<file path="src/rtl/arm_pkg.sv">
// rtl/arm_pkg.sv - shared ARM execute-stage types: ALU ops, condition codes, flags, forwarding selects
package arm_pkg;

   typedef enum logic [3:0] {
      ALU_ADD = 4'b0000,
      ALU_SUB = 4'b0001,
      ALU_AND = 4'b0010,
      ALU_ORR = 4'b0011,
      ALU_EOR = 4'b0100,
      ALU_RSB = 4'b0101,
      ALU_MOV = 4'b0110,
      ALU_MVN = 4'b0111,
      ALU_ADC = 4'b1000,
      ALU_SBC = 4'b1001
   } alu_op_t;

   typedef enum logic [3:0] {
      COND_EQ = 4'b0000,
      COND_NE = 4'b0001,
      COND_CS = 4'b0010,
      COND_CC = 4'b0011,
      COND_MI = 4'b0100,
      COND_PL = 4'b0101,
      COND_VS = 4'b0110,
      COND_VC = 4'b0111,
      COND_HI = 4'b1000,
      COND_LS = 4'b1001,
      COND_GE = 4'b1010,
      COND_LT = 4'b1011,
      COND_GT = 4'b1100,
      COND_LE = 4'b1101,
      COND_AL = 4'b1110
   } cond_t;

   typedef struct packed {
      logic n;
      logic z;
      logic c;
      logic v;
   } flags_t;

   localparam logic [1:0] FWD_REG     = 2'b00;
   localparam logic [1:0] FWD_RESULTW = 2'b01;
   localparam logic [1:0] FWD_ALUM    = 2'b10;

endpackage

</file>
<file path="src/rtl/alu.sv">
// rtl/alu.sv - combinational ARM ALU producing result and next NZCV
module alu
   import arm_pkg::*;
#(
   parameter int WIDTH = 32
) (
   input  logic [WIDTH-1:0] a,
   input  logic [WIDTH-1:0] b,
   input  logic [3:0]       op,
   input  logic             cin,
   input  flags_t           flagsIn,
   output logic [WIDTH-1:0] result,
   output flags_t           flags_next
);

   logic [WIDTH-1:0] x, y, logicRes;
   logic [WIDTH:0]   sum;
   logic             ci, arith, valid;

   // Every arithmetic op is folded onto one adder: subtraction is x + ~y + 1,
   // so the carry out is directly the ARM not-borrow.
   always_comb begin
      x        = a;
      y        = b;
      ci       = 1'b0;
      arith    = 1'b0;
      valid    = 1'b1;
      logicRes = '0;
      case (op)
         ALU_ADD: arith = 1'b1;
         ALU_SUB: begin y = ~b; ci = 1'b1; arith = 1'b1; end
         ALU_RSB: begin x = b; y = ~a; ci = 1'b1; arith = 1'b1; end
         ALU_ADC: begin ci = cin; arith = 1'b1; end
         ALU_SBC: begin y = ~b; ci = cin; arith = 1'b1; end
         ALU_AND: logicRes = a & b;
         ALU_ORR: logicRes = a | b;
         ALU_EOR: logicRes = a ^ b;
         ALU_MOV: logicRes = b;
         ALU_MVN: logicRes = ~b;
         default: valid = 1'b0;
      endcase
   end

   assign sum = {1'b0, x} + {1'b0, y} + {{WIDTH{1'b0}}, ci};

   always_comb begin
      result     = '0;
      flags_next = flagsIn;
      if (valid) begin
         result       = arith ? sum[WIDTH-1:0] : logicRes;
         flags_next.n = result[WIDTH-1];
         flags_next.z = (result == '0);
         if (arith) begin
            flags_next.c = sum[WIDTH];
            flags_next.v = (x[WIDTH-1] == y[WIDTH-1]) && (sum[WIDTH-1] != x[WIDTH-1]);
         end
      end
   end

endmodule

</file>
<file path="src/rtl/execute_stage.sv">
// rtl/execute_stage.sv - ARM execute stage: forwarding, ALU, NZCV register, condition check, E/M register
module execute_stage
   import arm_pkg::*;
#(
   parameter int WIDTH = 32
) (
   input  logic             Clk,
   input  logic             Rst,
   input  logic [WIDTH-1:0] RD1E,
   input  logic [WIDTH-1:0] RD2E,
   input  logic [WIDTH-1:0] ExtImmE,
   input  logic [3:0]       WA3E,
   input  logic [3:0]       ALUControlE,
   input  logic [3:0]       CondE,
   input  logic [1:0]       FlagWriteE,
   input  logic             ALUSrcE,
   input  logic             RegWriteE,
   input  logic             MemWriteE,
   input  logic             MemToRegE,
   input  logic             PCSrcE,
   input  logic             BranchE,
   input  logic [1:0]       ForwardAE,
   input  logic [1:0]       ForwardBE,
   input  logic [WIDTH-1:0] ResultW,
   output logic             BranchTakenE,
   output logic [WIDTH-1:0] ALUResultE,
   output logic [WIDTH-1:0] ALUResultM,
   output logic [WIDTH-1:0] WriteDataM,
   output logic [3:0]       WA3M,
   output logic             RegWriteM,
   output logic             MemWriteM,
   output logic             MemToRegM,
   output logic             PCSrcM,
   output logic [3:0]       FlagsQ
);

   logic [WIDTH-1:0] srcA, srcB, writeDataE;
   flags_t           flagsR, aluFlags;
   logic             condEx;

   always_comb begin
      case (ForwardAE)
         FWD_RESULTW: srcA = ResultW;
         FWD_ALUM:    srcA = ALUResultM;
         default:     srcA = RD1E;
      endcase
      case (ForwardBE)
         FWD_RESULTW: writeDataE = ResultW;
         FWD_ALUM:    writeDataE = ALUResultM;
         default:     writeDataE = RD2E;
      endcase
   end

   assign srcB = ALUSrcE ? ExtImmE : writeDataE;

   alu #(.WIDTH(WIDTH)) uAlu (
      .a          (srcA),
      .b          (srcB),
      .op         (ALUControlE),
      .cin        (flagsR.c),
      .flagsIn    (flagsR),
      .result     (ALUResultE),
      .flags_next (aluFlags)
   );

   // Condition is judged on the flags as they stood before this instruction.
   always_comb begin
      case (CondE)
         COND_EQ: condEx = flagsR.z;
         COND_NE: condEx = ~flagsR.z;
         COND_CS: condEx = flagsR.c;
         COND_CC: condEx = ~flagsR.c;
         COND_MI: condEx = flagsR.n;
         COND_PL: condEx = ~flagsR.n;
         COND_VS: condEx = flagsR.v;
         COND_VC: condEx = ~flagsR.v;
         COND_HI: condEx = flagsR.c & ~flagsR.z;
         COND_LS: condEx = ~flagsR.c | flagsR.z;
         COND_GE: condEx = (flagsR.n == flagsR.v);
         COND_LT: condEx = (flagsR.n != flagsR.v);
         COND_GT: condEx = ~flagsR.z & (flagsR.n == flagsR.v);
         COND_LE: condEx = flagsR.z | (flagsR.n != flagsR.v);
         COND_AL: condEx = 1'b1;
         default: condEx = 1'b0;
      endcase
   end

   assign BranchTakenE = BranchE & condEx;
   assign FlagsQ       = flagsR;

   always_ff @(posedge Clk) begin
      if (Rst) begin
         flagsR <= '0;
      end else begin
         if (condEx & FlagWriteE[1]) begin
            flagsR.n <= aluFlags.n;
            flagsR.z <= aluFlags.z;
         end
         if (condEx & FlagWriteE[0]) begin
            flagsR.c <= aluFlags.c;
            flagsR.v <= aluFlags.v;
         end
      end
   end

   always_ff @(posedge Clk) begin
      if (Rst) begin
         ALUResultM <= '0;
         WriteDataM <= '0;
         WA3M       <= '0;
         RegWriteM  <= 1'b0;
         MemWriteM  <= 1'b0;
         MemToRegM  <= 1'b0;
         PCSrcM     <= 1'b0;
      end else begin
         ALUResultM <= ALUResultE;
         WriteDataM <= writeDataE;
         WA3M       <= WA3E;
         RegWriteM  <= RegWriteE & condEx;
         MemWriteM  <= MemWriteE & condEx;
         MemToRegM  <= MemToRegE;
         PCSrcM     <= PCSrcE & condEx;
      end
   end

endmodule

</file>
<file path="config.mk">
export PLATFORM = sky130hd
export DESIGN_NAME = execute_stage
export DESIGN_NICKNAME = d
export VERILOG_FILES = /design/src/rtl/arm_pkg.sv /design/src/rtl/alu.sv /design/src/rtl/execute_stage.sv
export SDC_FILE = /design/constraint.sdc
export NUM_CORES = 1
export LEC_CHECK = 0
export CORE_UTILIZATION = 54
export CTS_CLUSTER_SIZE = 20
export DETAILED_ROUTE_END_ITERATION = 16
export HOLD_SLACK_MARGIN = 0.1
export PLACE_DENSITY = 0.86
export SLEW_MARGIN = 20
export SYNTH_ARGS = -nofsm -noshare
export SYNTH_HDL_FRONTEND = slang
export SYNTH_HIERARCHICAL = 1
export SYNTH_SLANG_ARGS = --single-unit
</file>
<file path="constraint.sdc">
create_clock -name Clk -period 15.2 [get_ports Clk]
set_input_delay 2.28 -clock Clk [delete_from_list [all_inputs] [get_ports Clk]]
set_output_delay 2.28 -clock Clk [all_outputs]
set_load 0.02 [all_outputs]
</file>
==> flow_summary.ini, run 1 <==
[outcome]
status = finished clean

[floorplanning]
fp.dieArea_sq_um = 17630
core_area_sq_um = 16640
die_y_um = 132.8
start_util_pct = 55.49
ios = 263
rows = 47
die_w_um = 132.8

[sta]
post-route-period-util_pct = 68.50
fin_crit_ns = 10.41
slew_headroom_pct = 32.75
timing.fmax_mhz = 96.04
worst_slack_ns = 4.787
fin_skew_ns = 0.01036
timing.hold.ws_ns = 0.5886
fin_tns_setup_ns = 0
final_hold_viol_count = 0
final-max-slew-violation-count = 0
worst_pin_slew_ns = 1.009
setup_viol = 0
rsz0062_at_grt = no

[logic_synthesis]
synth_nets = 1580
synthArstFlopShare_pct = 0
syn_area_sq_um = 9235
yosys.area.top_type_share_pct = 16.47
avgSynthCellArea_sq_um = 6.970
ys_ff_latch = 76
synth_top_cell_by_area = dfxtp_1
synthTopCellsByCount = 180 x nand2_1, 180 x o21ai_0, 125 x nor2_1, 99 x a21oi_1, 99 x ha_1
ys_top_cells_by_area = dfxtp_1 16%, ha_1 13%, o21ai_0 9.8%
yosysSeqAreaShare_pct = 16.47
ys.warnings.count = 6
netlist_instances = 1325
synth_edf_count = 0
synth_flop_cell = dfxtp_1
ys_types = 94

[power_and_ir_drop]
pwr-share-comb_pct = 55.0
power_density_nw_per_um2 = 88.10
p_int_mw = 0.6297
switching_share_pct = 41.33
cellLeakagePower_nw = 5.061
p_seq_share_pct = 21.7
p_clk_share_pct = 23.3
power_switching_mw = 0.4435
ir_worst_vdd_uv = 59.59

[placement]
preCtsSetupSlack_ns = 4.897
place_congestion = 0.9533
place_inst = 1732
portBuffers = 262
hpwl_um = 22400

[worst_hold_path]
hold_class = reg -> reg
hold-path-cell-count = 2

[clock_tree]
clk_latency_ns = 0.36
hold_buffers = 0
ctsResizeCount = 0
cts_tree = done
cts_max_level = 3
cts_buffers = 9
cts.root.buffer_cell = clkbuf_16
clk_pin_slew_ns = 0.06
postCtsSetupBuffers = 0
clock-sinks = 76
cts_buffer_depth = 2

[setup_path]
path_delay_family = simple AND/OR/NAND/NOR gates
crit_type = in -> out
critPathRequiredTime_ns = 12.92
cp_max_fo = 33
crit_arrival_ns = 8.13
path_depth = 16
max_stage_delay_ns = 1.01
worstSetupEndpointType = output port
crit_slowest_cell = or3b_2
cp.buffers_inverters = 3
r2r_cells = 20
critPathLaunchType = input port
path_cells = clkdlybuf4s50_1 -> or3b_2 -> and2_1 -> buf_4 -> o21ai_0 -> o21ai_0 -> ha_1 -> o2111ai_4 -> a211oi_4 -> nor4_4 -> nor4_1 -> nor2_1 -> o21ai_1 -> mux2i_1 -> o21ai_1 -> clkdlybuf4s50_1

[global_route]
grt_pass1_wl_um = 48570
grt_max_degree = 98
grt_use_total_pct = 34.27
grt_pass1_vias = 9714
overflow = 0
antenna_found_initial = 1

[detailed_routing]
drtPass1Iterations = 8
avgViaCountPerCell = 6.057
drt_iter0_markers = 927
num_vias = 10580
wl_per_cell_um = 17.72
drt_wl_total_um = 30940
drcViolationCount = 0
ant_nets = 0

[flow_run]
max_cap_viol_count = 0

[cells_and_area]
layout.nets = 1778
layout.cells.non_filler = 1746
drive_above_1_share_pct = 5.505
syn2layout_area_growth_pct = 31.91
antenna_cells = 0
-- per-stage QoR --
step | util, % | cell area (sq um) | power [mW]
final | 73.20 | 12180 | 1.073
after global routing | 73.20 | 12180 | 1.135
after CTS | 73.20 | 12180 | 1.067
after detailed placement | 71.23 | 11850 | 0.8152
after global placement | 71.18 | 11850 | 0.8044
after floorplan | - | 9235 | 0.6134
-- power groups by stage --
| stage | combinational, mW | clock [mW] | sequential, mW |
|---|---|---|---|
| 2_1_floorplan | 0.355 | 0 | 0.259 |
| 3_3_place_gp | 0.569 | 0 | 0.236 |
| 3_5_place_dp | 0.578 | 0 | 0.237 |
| 4_1_cts | 0.583 | 0.251 | 0.232 |
| 5_1_grt | 0.640 | 0.260 | 0.235 |
| 6_report | 0.591 | 0.250 | 0.233 |
-- sequential cells by signal (all words and copies together) (netlist names) --
register,count
WA3M,4
MemToRegM,1
WriteDataM,32
ALUResultM,32
MemWriteM,1
PCSrcM,1
FlagsQ,4
RegWriteM,1
-- area by class of cell --
| cell class | instances | area (sq um) |
|---|---|---|
| multi-input combinational | 1076 | 7017 |
| fill | 1389 | 4461 |
| inverter | 82 | 307.8 |
| sequential | 76 | 1521 |
| clock buffer | 9 | 225.2 |
| clock inverter | 5 | 102.6 |
| tap | 220 | 275.3 |
| timing repair buffer | 278 | 2733 |
-- worst register-to-register path, cell delays in order (launching register included) --
cell and delay (ns):
dfxtp_1 0.35, a22oi_1 0.10, nor2_1 0.11, a21oi_1 0.06, o21ai_0 0.48, inv_1 0.13, nor2_1 0.12, a21oi_1 0.07
fa_1 0.50, fa_1 0.42, nand2b_2 0.23, a21oi_1 0.19, xnor2_1 0.15, o221ai_1 0.33, a2111oi_0 0.82, nand4_1 0.35
nor4_2 0.55, nand4_1 0.22, o21ai_1 0.17, nand2b_1 0.07, mux2i_1 0.12
-- cells by family (layout without fill, tap and decap cells) --
group | count (synthesis) | count (layout) | synth area share, %
AO/OA/AOI/OAI | 487 | 487 | 34.24
XOR/XNOR | 27 | 27 | 2.561
adder cells (fa/ha/maj) | 101 | 101 | 13.85
buffers and inverters | 173 | 374 | 7.926
flip-flops | 76 | 76 | 16.47
multiplexers | 12 | 12 | 1.301
AND/OR/NAND/NOR | 449 | 449 | 23.66
-- metal layers --
layer	wire length [um]	vias up	track usage [%]	part of all wire, %
li1	-	5098	-	-
met1	12690	4816	41.09	41
met5	13	-	0	0.042
met2	14620	581	58.77	47
met4	906	2	15.20	2.9
met3	2706	79	7.241	8.7
-- path summary, 6_finish.rpt --
kind,start,endpoint,slack (ns)
setup reg to reg,ALUResultM[0]$_SDFF_PP0_,FlagsQ[2]$_SDFFE_PP0P_,9.59
hold reg to reg,FlagsQ[2]$_SDFFE_PP0P_,FlagsQ[2]$_SDFFE_PP0P_,0.59
setup / recovery,ALUControlE[2],ALUResultE[31],4.79
hold / removal,FlagsQ[2]$_SDFFE_PP0P_,FlagsQ[2]$_SDFFE_PP0P_,0.59
-- cells in the final DEF (no fill, tap or decap), types with 5 or more instances in the layout --
cell type	synthesis	routed
o21ai_1	8	8
a21o_1	18	18
clkdlybuf4s50_1	0	260
a21oi_1	99	99
a221oi_1	9	9
dfxtp_1	76	76
ha_1	99	97
a22oi_1	66	66
o21bai_1	7	7
nand3b_1	5	5
a211oi_1	12	12
nor2_1	125	125
buf_4	2	16
o211ai_1	11	11
inv_1	82	82
mux2i_1	12	12
clkbuf_16	0	9
xor2_1	14	14
xnor2_1	13	13
nand2b_1	13	13
o21ai_0	180	180
nor2b_1	48	48
nand3_1	7	7
o221ai_1	9	9
nor3_1	9	9
nand4_1	9	9
nand2_1	180	180
nor3b_1	6	6
o31ai_1	5	5
(Power assumes the default switching activity.)
==> run 2: changes to the inputs <==
CORE_UTILIZATION = 45   (was 54)
PLACE_DENSITY = 0.76   (was 0.86)
clock period = 9 ns   (was 15.2 ns; I/O delays follow)
==> run 2 against run 1 <==
Net effect: critical path depth up 3; non-clock buffer count up 13; clock skew up 0.010 ns; power up 70%; worst setup slack worse by 4.2 ns; global-route usage down 2.8 points; flip-flop and latch count unchanged; critical path type unchanged.
==> flow_summary.ini, run 2 (same netlist as run 1, synthesis figures left out) <==
[outcome]
status = finished clean

[clock_tree]
postCtsSetupBuffers = 0
cts_buffer_depth = 2
cts.root.buffer_cell = clkbuf_16
hold_buffers = 0
clk_latency_ns = 0.36
ctsResizeCount = 0
cts_tree = done
cts_max_level = 3
clock-sinks = 76
clk_pin_slew_ns = 0.06
cts_buffers = 9

[detailed_routing]
ant_nets = 0
avgViaCountPerCell = 5.806
num_vias = 10520
drcViolationCount = 0
drtPass1Iterations = 5
drt_iter0_markers = 781
wl_per_cell_um = 18.31
drt_wl_total_um = 33160

[global_route]
grt_max_degree = 81
antenna_found_initial = 0
overflow = 0
grt_pass1_wl_um = 53610
grt_pass1_vias = 10170
grt_use_total_pct = 31.43

[floorplanning]
fp.dieArea_sq_um = 21100
die_y_um = 145.3
start_util_pct = 45.79
core_area_sq_um = 20170
ios = 263
rows = 52
die_w_um = 145.3

[power_and_ir_drop]
ir_worst_vdd_uv = 88.50
power_density_nw_per_um2 = 147.5
cellLeakagePower_nw = 5.129

[setup_path]
worstSetupEndpointType = output port
critPathLaunchType = input port
cp_max_fo = 31
critPathRequiredTime_ns = 7.65
crit_type = in -> out
crit_arrival_ns = 7.08

[cells_and_area]
drive_above_1_share_pct = 6.424
fill_cells = 1821
largestRegisters = ALUResultM: 32 flops, WriteDataM: 32 flops
layout.cells.non_filler = 1811
layout.nets = 1791
design_area_sq_um = 12360
syn2layout_area_growth_pct = 33.79
antenna_cells = 0
layout_commonest_cell = clkdlybuf4s50_1
layout_common_cells = 260 x clkdlybuf4s50_1, 180 x nand2_1, 180 x o21ai_0, 125 x nor2_1, 99 x a21oi_1
post-route-util_pct = 61.26

[placement]
place_congestion = 0.9345
placedInstanceArea_sq_um = 12030
hpwl_um = 24770
place_inst = 1795
portBuffers = 262

[sta]
post-route-period-util_pct = 93.72
final-max-slew-violation-count = 0
rsz0062_at_grt = no
fin_crit_ns = 8.435
worst_pin_slew_ns = 0.8988
final_hold_viol_count = 0
fin_skew_ns = 0.02083
setup_viol = 0
slew_headroom_pct = 40.08
timing.fmax_mhz = 118.6
fin_tns_setup_ns = 0

[worst_hold_path]
hold_class = reg -> reg

[flow_run]
max_cap_viol_count = 0
run 2: final timing paths:
check	start	endpoint	slack, ns	cells past startpoint
min	FlagsQ[2]$_SDFFE_PP0P_	FlagsQ[2]$_SDFFE_PP0P_	0.58	2
max reg2reg	ALUResultM[0]$_SDFF_PP0_	FlagsQ[2]$_SDFFE_PP0P_	3.51	21
min reg2reg	FlagsQ[2]$_SDFFE_PP0P_	FlagsQ[2]$_SDFFE_PP0P_	0.58	2
max	ForwardBE[0]	ALUResultE[31]	0.57	19
run 2: power by group:
group	switching, mW	total (mW)	internal (mW)	leakage (nW)
combinational	0.582	1.01	0.432	4.34
clock	0.165	0.416	0.251	0.159
sequential	0.0218	0.392	0.370	0.627
run 2: final cells by class:
class | instances | area (sq um) | share of cell area (%)
Multi-Input combinational cell | 1076 | 7008 | 56.72
Tap cell | 270 | 337.8 | 2.734
Sequential cell | 76 | 1521 | 12.31
Inverter | 82 | 307.8 | 2.491
Clock inverter | 6 | 86.33 | 0.6987
Timing Repair Buffer | 291 | 2855 | 23.11
Clock buffer | 10 | 239.0 | 1.934
run 2: layer usage:
layer | up-vias | part of all wire, % | global-route usage, %
met1 | 4877 | 43 | 40.09
met4 | 0 | 2.4 | 9.684
li1 | 5121 | - | -
met2 | 461 | 47 | 54.01
met5 | - | 0 | 0
met3 | 56 | 7.5 | 4.969
run 2: through the flow:
step                hold slack (ns)  total power, mW  setup slack (ns)
floorplan                    0.6001            1.036             2.047
global placement             0.5640            1.387            0.6923
detailed placement           0.5716            1.400            0.6138
CTS                          0.5805            1.818            0.6063
global route                 0.6077            1.940            0.1551
finish                       0.5773            1.823            0.5652
run 2: worst max-delay path, cell delays in order:
cell,delay (ns)
clkdlybuf4s50_1,0.48
inv_1,0.05
ha_2,0.76
a21oi_1,0.17
o21ai_0,0.49
inv_1,0.13
nor2_1,0.13
a21oi_1,0.08
fa_1,0.49
nor2b_4,0.16
o2111ai_4,0.17
a211oi_4,0.41
nor4_4,0.09
nor4_1,0.54
nor2_1,0.11
o21ai_1,0.25
mux2i_1,0.14
o21ai_1,0.37
clkdlybuf4s50_1,0.69
==> run 3: changes to the inputs <==
CORE_UTILIZATION = 50   (was 45)
PLACE_DENSITY = 0.8   (was 0.76)
clock period = 7.9 ns   (was 9 ns; I/O delays follow)
==> run 3 against run 2 <==
Net effect: worst hold slack improved by 0.031 ns; largest power group unchanged; register-to-register slack worse by 0.84 ns; worst setup slack got worse by 0.34 ns; die area shrank 9.9%; sequential power up 14%; combinational power rose by 15%; clock skew down 0.012 ns; clock power rose by 14%; power rose by 14%; cell area is 0.32% higher; clock-buffer cell count is the same.
==> flow_summary.ini, run 3 (same netlist as run 1, synthesis figures left out) <==
[sta]
fin_tns_setup_ns = 0
final_hold_viol_count = 0
slew_headroom_pct = 35.24
setup_viol = 0
fin_skew_ns = 0.008995
fin_crit_ns = 7.677
final-max-slew-violation-count = 0
post-route-period-util_pct = 97.17
timing.fmax_mhz = 130.3
worst_pin_slew_ns = 0.9714

[cells_and_area]
syn2layout_area_growth_pct = 34.22
post-route-util_pct = 68.77
largestRegisters = ALUResultM: 32 flops, WriteDataM: 32 flops
layout.nets = 1798
antenna_cells = 0
fill_cells = 1590
layout_commonest_cell = clkdlybuf4s50_1
drive_above_1_share_pct = 6.977
layout_common_cells = 260 x clkdlybuf4s50_1, 180 x nand2_1, 180 x o21ai_0, 125 x nor2_1, 99 x a21oi_1

[placement]
hpwl_um = 23950
place_congestion = 0.9409
portBuffers = 262

[setup_path]
r2r_slack_ns = 2.67
worstSetupEndpointType = output port
cp_max_fo = 17
startpoint = ForwardBE[0]
critPathRequiredTime_ns = 6.71
r2r-end = FlagsQ[2]$_SDFFE_PP0P_
r2r_cells = 20
endpoint = ALUResultE[28]
crit_arrival_ns = 6.49
reg2reg_from = ALUResultM[0]$_SDFF_PP0_
critPathLaunchType = input port
crit_type = in -> out

[global_route]
overflow = 0
grt_max_degree = 81
grt_use_total_pct = 33.91
grt_pass1_wl_um = 50540
antenna_found_initial = 0
grt_pass1_vias = 10110

[floorplanning]
core_area_sq_um = 18020
die_w_um = 137.9
fp.dieArea_sq_um = 19020
rows = 49
die_y_um = 137.9
start_util_pct = 51.24
ios = 263

[clock_tree]
cts_tree = done
cts.root.buffer_cell = clkbuf_16
cts_max_level = 3
clk_pin_slew_ns = 0.07
postCtsSetupBuffers = 0
clock-sinks = 76
cts_buffer_depth = 2
cts_buffers = 9
hold_buffers = 0
clk_latency_ns = 0.36

[power_and_ir_drop]
p_total_mw = 2.086
power_density_nw_per_um2 = 168.3
cellLeakagePower_nw = 5.171
ir_worst_vdd_uv = 126.2

[detailed_routing]
wl_met3_um = 2788
drcViolationCount = 0
avgViaCountPerCell = 6.012
drtPass1Iterations = 5
num_vias = 10680
drt_iter0_markers = 784
wl_met1_um = 13630
wl_met2_um = 15360
wl_per_cell_um = 18.52
top_layer_used = met4
ant_nets = 0
drt_wl_total_um = 32900

[outcome]
status = finished clean

[flow_run]
max_cap_viol_count = 0

[worst_hold_path]
hold_class = reg -> reg
[run 3: layer usage]
metal | GRT usage (%) | vias up
met2 | 57.39 | 518
li1 | - | 5147
met5 | 0 | -
met3 | 4.678 | 98
met1 | 42.36 | 4920
met4 | 15.70 | 0
[run 3: power breakdown]
group / switching [mW] / internal (mW)
combinational: 0.662 / 0.502
clock: 0.190 / 0.286
sequential: 0.0251 / 0.422
total: 0.877 / 1.21
[run 3: how the worst min path moves through the flow]
stage,start,end,slack (ns),depth (start not counted)
5_1_grt,FlagsQ[2]$_SDFFE_PP0P_,FlagsQ[2]$_SDFFE_PP0P_,0.63,2
3_3_place_gp,FlagsQ[2]$_SDFFE_PP0P_,FlagsQ[2]$_SDFFE_PP0P_,0.58,2
2_1_floorplan,FlagsQ[2]$_SDFFE_PP0P_,FlagsQ[2]$_SDFFE_PP0P_,0.60,2
6_report,FlagsQ[2]$_SDFFE_PP0P_,FlagsQ[2]$_SDFFE_PP0P_,0.61,2
4_1_cts,FlagsQ[2]$_SDFFE_PP0P_,FlagsQ[2]$_SDFFE_PP0P_,0.61,2
3_5_place_dp,FlagsQ[2]$_SDFFE_PP0P_,FlagsQ[2]$_SDFFE_PP0P_,0.61,2
[run 3: per-stage QoR]
stage	hold slack, ns	cells	cell area [sq um]	setup slack (ns)
floorplan	0.6001	1325	9235	1.277
global placement	0.5762	1761	12040	0.1490
detailed placement	0.6055	1761	12040	0.03040
CTS	0.6142	1777	12370	0.1338
global route	0.6279	1777	12400	-0.007813
finish	0.6081	1777	12400	0.2234
[run 3: cell type report]
class / instances / area (sq um) / area share (%)
Tap cell: 229 / 286.5 / 2.312
Timing Repair Buffer: 298 / 2920 / 23.56
Inverter: 82 / 307.8 / 2.483
Clock buffer: 10 / 239.0 / 1.928
Sequential cell: 76 / 1521 / 12.27
Clock inverter: 6 / 86.33 / 0.6965
Multi-Input combinational cell: 1076 / 7034 / 56.75
[run 3: critical path, cell delays in order]
cell and delay, ns:
clkdlybuf4s50_1 0.47, inv_1 0.13, ha_4 0.29, buf_4 0.33, a22oi_1 0.14, nor2_1 0.10, a21oi_1 0.05, o21ai_0 0.31
inv_1 0.18, o21ai_0 0.23, o21ai_0 0.12, ha_1 0.33, a21o_1 0.19, a31oi_1 0.39, o221a_2 0.33, a211oi_1 0.10
or3b_2 0.49, and2_1 0.17, o21ai_0 0.28, clkdlybuf4s50_1 0.67
[run 3: repair_timing]
| action | in CTS | in global routing |
|---|---|---|
| hold endpoints to repair | 0 | 0 |
| setup endpoints to repair | 1 | 3 |
| gates resized for setup | 1 | 3 |
